## src/rtl/mips_pkg.sv

```systemverilog
// Shared MIPS datapath constants used by the register file and its scoreboard.
package mips_pkg;
  localparam int unsigned DATA_W     = 32;
  localparam int unsigned REG_ADDR_W = 5;
  localparam int unsigned NREG       = 32;
  localparam int unsigned REG_ZERO   = 0;
endpackage

```

## src/rtl/reg_scoreboard.sv

```systemverilog
// Busy-bit scoreboard: tracks registers with a pending write-back and their population count.
module reg_scoreboard #(
  parameter int unsigned ADDR_W = mips_pkg::REG_ADDR_W,
  parameter int unsigned NREG   = mips_pkg::NREG
) (
  input  logic              clk,
  input  logic              areset_n,
  input  logic              rsv_en,
  input  logic [ADDR_W-1:0] rsv_addr,
  input  logic              clr_en,
  input  logic [ADDR_W-1:0] clr_addr,
  output logic [NREG-1:0]   busy,
  output logic [ADDR_W:0]   busy_count
);
  localparam logic [ADDR_W-1:0] ZERO = ADDR_W'(mips_pkg::REG_ZERO);

  logic [NREG-1:0] busy_d, busy_q;
  logic [ADDR_W:0] count_d, count_q;

  // Clear first so a same-cycle reserve on the same index leaves it busy.
  always_comb begin
    busy_d = busy_q;
    if (clr_en && clr_addr != ZERO) busy_d[clr_addr] = 1'b0;
    if (rsv_en && rsv_addr != ZERO) busy_d[rsv_addr] = 1'b1;
    busy_d[ZERO] = 1'b0;
  end

  always_comb begin
    count_d = '0;
    for (int unsigned i = 0; i < NREG; i++) count_d = count_d + (ADDR_W+1)'(busy_d[i]);
  end

  always_ff @(posedge clk or negedge areset_n) begin
    if (!areset_n) begin
      busy_q  <= '0;
      count_q <= '0;
    end else begin
      busy_q  <= busy_d;
      count_q <= count_d;
    end
  end

  assign busy       = busy_q;
  assign busy_count = count_q;
endmodule

```

## src/rtl/regfile_read_port.sv

```systemverilog
// Register file read side: storage, two registered read ports with write-back bypass,
// and a stall when an operand's producer has not yet written back.
module regfile_read_port #(
  parameter int unsigned DATA_W = mips_pkg::DATA_W,
  parameter int unsigned ADDR_W = mips_pkg::REG_ADDR_W,
  parameter int unsigned NREG   = mips_pkg::NREG
) (
  input  logic              clk,
  input  logic              areset_n,
  input  logic              rd_en,
  input  logic [ADDR_W-1:0] rs_addr,
  input  logic [ADDR_W-1:0] rt_addr,
  output logic [DATA_W-1:0] rs_data,
  output logic [DATA_W-1:0] rt_data,
  output logic              rd_valid,
  output logic              stall,
  input  logic              rsv_en,
  input  logic [ADDR_W-1:0] rsv_addr,
  input  logic              wr_en,
  input  logic [ADDR_W-1:0] wr_addr,
  input  logic [DATA_W-1:0] wr_data,
  output logic [ADDR_W:0]   busy_count
);
  localparam logic [ADDR_W-1:0] ZERO = ADDR_W'(mips_pkg::REG_ZERO);

  logic [DATA_W-1:0] regs_q [NREG];
  logic [DATA_W-1:0] regs_d [NREG];
  logic [NREG-1:0]   busy;
  logic [DATA_W-1:0] rs_val, rt_val;
  logic [DATA_W-1:0] rs_data_d, rs_data_q, rt_data_d, rt_data_q;
  logic              rd_valid_d, rd_valid_q;
  logic              rs_hz, rt_hz;

  reg_scoreboard #(
    .ADDR_W (ADDR_W),
    .NREG   (NREG)
  ) u_scoreboard (
    .clk        (clk),
    .areset_n   (areset_n),
    .rsv_en     (rsv_en),
    .rsv_addr   (rsv_addr),
    .clr_en     (wr_en),
    .clr_addr   (wr_addr),
    .busy       (busy),
    .busy_count (busy_count)
  );

  // A write-back landing this cycle resolves the hazard via the bypass path.
  always_comb begin
    rs_hz = (rs_addr != ZERO) && busy[rs_addr] && !(wr_en && wr_addr == rs_addr);
    rt_hz = (rt_addr != ZERO) && busy[rt_addr] && !(wr_en && wr_addr == rt_addr);
    stall = rd_en && (rs_hz || rt_hz);
  end

  always_comb begin
    if (rs_addr == ZERO)                   rs_val = '0;
    else if (wr_en && wr_addr == rs_addr)  rs_val = wr_data;
    else                                   rs_val = regs_q[rs_addr];
    if (rt_addr == ZERO)                   rt_val = '0;
    else if (wr_en && wr_addr == rt_addr)  rt_val = wr_data;
    else                                   rt_val = regs_q[rt_addr];
  end

  always_comb begin
    regs_d = regs_q;
    if (wr_en && wr_addr != ZERO) regs_d[wr_addr] = wr_data;
  end

  always_comb begin
    rd_valid_d = rd_en && !stall;
    rs_data_d  = rd_valid_d ? rs_val : rs_data_q;
    rt_data_d  = rd_valid_d ? rt_val : rt_data_q;
  end

  always_ff @(posedge clk or negedge areset_n) begin
    if (!areset_n) begin
      for (int unsigned i = 0; i < NREG; i++) regs_q[i] <= '0;
      rs_data_q  <= '0;
      rt_data_q  <= '0;
      rd_valid_q <= 1'b0;
    end else begin
      regs_q     <= regs_d;
      rs_data_q  <= rs_data_d;
      rt_data_q  <= rt_data_d;
      rd_valid_q <= rd_valid_d;
    end
  end

  assign rs_data  = rs_data_q;
  assign rt_data  = rt_data_q;
  assign rd_valid = rd_valid_q;
endmodule
```

## config.mk

```make
export PLATFORM = sky130hd
export DESIGN_NAME = regfile_read_port
export DESIGN_NICKNAME = d
export VERILOG_FILES = /design/src/rtl/mips_pkg.sv /design/src/rtl/reg_scoreboard.sv /design/src/rtl/regfile_read_port.sv
export SDC_FILE = /design/constraint.sdc
export NUM_CORES = 2
export LEC_CHECK = 0
export CAP_MARGIN = 20
export CORE_MARGIN = 2
export CORE_UTILIZATION = 25
export CTS_CLUSTER_DIAMETER = 200
export DETAILED_ROUTE_END_ITERATION = 8
export PLACE_DENSITY = 0.4
export SLEW_MARGIN = 10
export SYNTH_ARGS = -nofsm -noshare
export SYNTH_HDL_FRONTEND = slang
export SYNTH_SLANG_ARGS = --single-unit
```

## constraint.sdc

```tcl
create_clock -name clk -period 6.7 [get_ports clk]
set_input_delay 1.34 -clock clk [delete_from_list [all_inputs] [get_ports clk]]
set_output_delay 1.34 -clock clk [all_outputs]
set_load 0.02 [all_outputs]
```

==> results.md <==
* CTS tree: done
* Cell at the slowest stage of the critical path: clkdlybuf4s50_1
* CP Max Fanout at 7
* I/O pin count at 129
* VDD IR max at 0.000702 V
* DIE AREA at 248000 sq um
* Number of global-route vias before repair at 41697
* GR Layer Usage met2 at 30.7%
* Most used DFF post-synth: dfrtp_1
* Vias post-DR at 39646
* Cell Rows at 181
* Met1 Usage GRT at 27.1%
* Worst R2R Path Depth at 19
* Synth top area cells: dfrtp_1 (46%), mux2_2 (19%), mux4_2 (16%)
* Post-Syn Area per Cell at 14.4 sq um
* Synthesized netlist cell count at 4229
* Initial antenna violation count at 11
* HPWL after detailed placement at 144000 um
* Residual DRC at 0
* CP startpoint: wr_addr[4]
* Pre-CTS setup slack at -0.337 ns
* Starting density of the core at 25.1%
* Post-synth top area share at 46.2%
* Setup Viol. Count Final at 0
* Power density cells at 346 nW/um^2
* Tcrit/Tclk final at 93.3%
* Number of synthesized register bits at 1126
* RSZ-0062 raised after global routing: no
* Critical path's largest stage delay at 0.59 ns
* Worst Path Buf+Inv at 8
* GRT busiest layer: met2
* RR Endpoint: u_scoreboard.busy_count[4]$_DFF_PN0_
* HP Class: reg -> reg
* CP most frequent cell: fa_1
* Number of H-tree levels at 4
* Leading area contributor after synthesis: dfrtp_1
* Post-synth net total at 4318
* Critical path endpoint: u_scoreboard.busy_count[4]$_DFF_PN0_
* Post-CTS Resized at 0
* Initial detailed-routing violation count at 2858
* Met3 Use GR at 2.87%
* Most frequent cells after synthesis: dfrtp_1 (1126), mux2_2 (1051), mux4_2 (446), mux2i_1 (254), clkbuf_1 (232)
* Worst-skew pair later-pin latency at 0.80 ns
* Status: finished, final reports clean
* Clk sinks at 1126
* Critical path endpoint category: register
* Nets at 4396
* CP Launch Type: primary input
* WP data arrival at 6.93 ns
* Dpl cell area at 66600 sq um
* Routed wire per std cell at 31.6 um
* Worst Tran Pin Value at 1.20 ns
* Core region area at 243000 sq um
* Vias/cell at 5.20
* Setup tns final at 0 ns
* Power, Total at 24700 uW
* Hold Buf Count CTS at 0
* Layout cell share with drive strength beyond 1 at 47.0%
* CP required at 7.38 ns
* Final count of hold timing violations at 0
* Worst reg2reg startpoint: u_scoreboard.busy[2]$_DFF_PN0_
* First-pass GRT wire length at 342000 um
* WHS at 0.389 ns
* Clock root buffer: clkbuf_16
* Top Family by Delay on Critical Path: adder cells
* Mapped cell area at 61000 sq um
* Chip width at 498 um
* GRT Overall Usage at 19.3%
* Max Transition Viols Final at 0
* Async SR Flop Fraction at 100%
* Highest Clock Rate at 0.160 GHz
* CP Class: in -> reg
* Largest net degree at the start of global routing at 148
* Total grt overflow at 0
* Min Tclk post-route at 6.25 ns
* Seq/Total Area, Yosys at 46.2%
* Placer Congestion at 0.793
* Count leader, synth: dfrtp_1
* Yosys cell types at 77
* Port bufs at 128
* Area growth syn-to-layout at 16.9%
* Worst slew margin at 19.7%
* CTS clk-pin slew, worst paths at 0.05 ns
* Fillers at 24435
* Die Height at 498 um
* MaxCap Viol Count at 0
* Design area at 71300 sq um
* Crit path depth at 23
* Clock buffer count from CTS at 141
* Initial DRT Pass Iterations at 5
* Post-DRT Antenna Nets at 0
* Leakage at 0.0307 uW
* Worst Skew at 0.0265 ns
* Worst Slack Setup Final at 0.450 ns
* Wirelength, routed at 241000 um
* Syn. warnings at 0
* CTS max path bufs at 3
* FF-to-FF setup slack at 1.52 ns
* Worst-path cell chain: clkdlybuf4s50_1 > buf_4 > nand2_1 > nor2_1 > nand2_1 > a22o_1 > inv_1 > fa_1 > fa_1 > fa_1 > inv_1 > fa_1 > inv_1 > fa_1 > fa_1 > inv_1 > ha_1 > inv_1 > fa_1 > inv_1 > a21o_1 > a21oi_1 > xnor2_1
* Post-CTS Setup Bufs at 0
* EDFF count, synth at 0
## metal layers
| layer | wire, um | up-vias | part of all wire [%] |
|---|---|---|---|
| met5 | 0 | - | 0 |
| li1 | - | 16393 | - |
| met3 | 10200 | 290 | 4.2 |
| met4 | 6190 | 0 | 2.6 |
| met1 | 112000 | 21980 | 47 |
| met2 | 112000 | 983 | 47 |
## cell families after synthesis
family | count (synthesis) | share of synthesized area [%]
fa+ha+maj | 32 | 0.939
buf+inv | 533 | 4.23
flops | 1126 | 46.2
simple gates | 307 | 2.56
mux | 1779 | 40.6
compound gates | 439 | 5.29
xor+xnor | 13 | 0.187
## flip-flops by register name, indices dropped and copies added (netlist names)
name / flops
u_scoreboard.busy_count: 6
regs_q: 1024
rt_data: 32
rd_valid: 1
rs_data: 32
u_scoreboard.busy: 31
## stage by stage
stage / cells / util, %
finish: 7622 / 29.4
global route: 7619 / 29.4
CTS: 7618 / 29.4
detailed placement: 7366 / 27.4
global placement: 7363 / 27.4
floorplan: 4229 / -
## layout make-up
class                      count  area [sq um]  share of cell area (%)
antenna                        4          10.0                  0.0140
clock buffer                 213          4210                    5.91
clock inverter                39           489                   0.686
inverter                      83           317                   0.444
multi-input combinational   2570         30600                    42.9
sequential                  1126         28200                    39.5
tap                         3202          4010                    5.62
timing repair buffer         385          3530                    4.95
## layout by cell type (no fill, tap or decap), types with 14 or more instances in the layout
cell type and n:
nor3b_1 14, a31oi_1 19, dfrtp_1 1126, mux2i_1 254, clkbuf_16 144, and2_1 14
buf_4 236, a221o_1 20, fa_1 23, nor2_4 16, nand2_1 110, a211oi_1 24
buf_12 25, clkbuf_8 35, mux2_1 15, mux2_2 1051, clkbuf_1 34, nand2_4 19
a21oi_1 62, o21ai_0 59, mux4_2 446, inv_1 80, nor2_1 26, a221oi_1 76
clkdlybuf4s50_1 116, clkinv_2 16, a22oi_1 50, o22ai_1 17, nor3_1 15
## power by group
group          switching, uW  internal [uW]
combinational           3390           4170
clock                   3240           4620
sequential              1020           8260
## worst min path at each step
| stage | slack [ns] | startpoint | depth (start not counted) | endpoint |
|---|---|---|---|---|
| floorplan | 0.44 | regs_q[1001]$_DFFE_PN0P_ | 1 | regs_q[1001]$_DFFE_PN0P_ |
| CTS | 0.40 | regs_q[1021]$_DFFE_PN0P_ | 0 | regs_q[1021]$_DFFE_PN0P_ |
| global placement | 0.38 | regs_q[1013]$_DFFE_PN0P_ | 0 | regs_q[1013]$_DFFE_PN0P_ |
| global route | 0.41 | regs_q[1021]$_DFFE_PN0P_ | 0 | regs_q[1021]$_DFFE_PN0P_ |
| detailed placement | 0.38 | regs_q[1005]$_DFFE_PN0P_ | 0 | regs_q[1005]$_DFFE_PN0P_ |
| finish | 0.39 | regs_q[1021]$_DFFE_PN0P_ | 0 | regs_q[1021]$_DFFE_PN0P_ |
No activity file was read; power rests on OpenSTA's default activity.
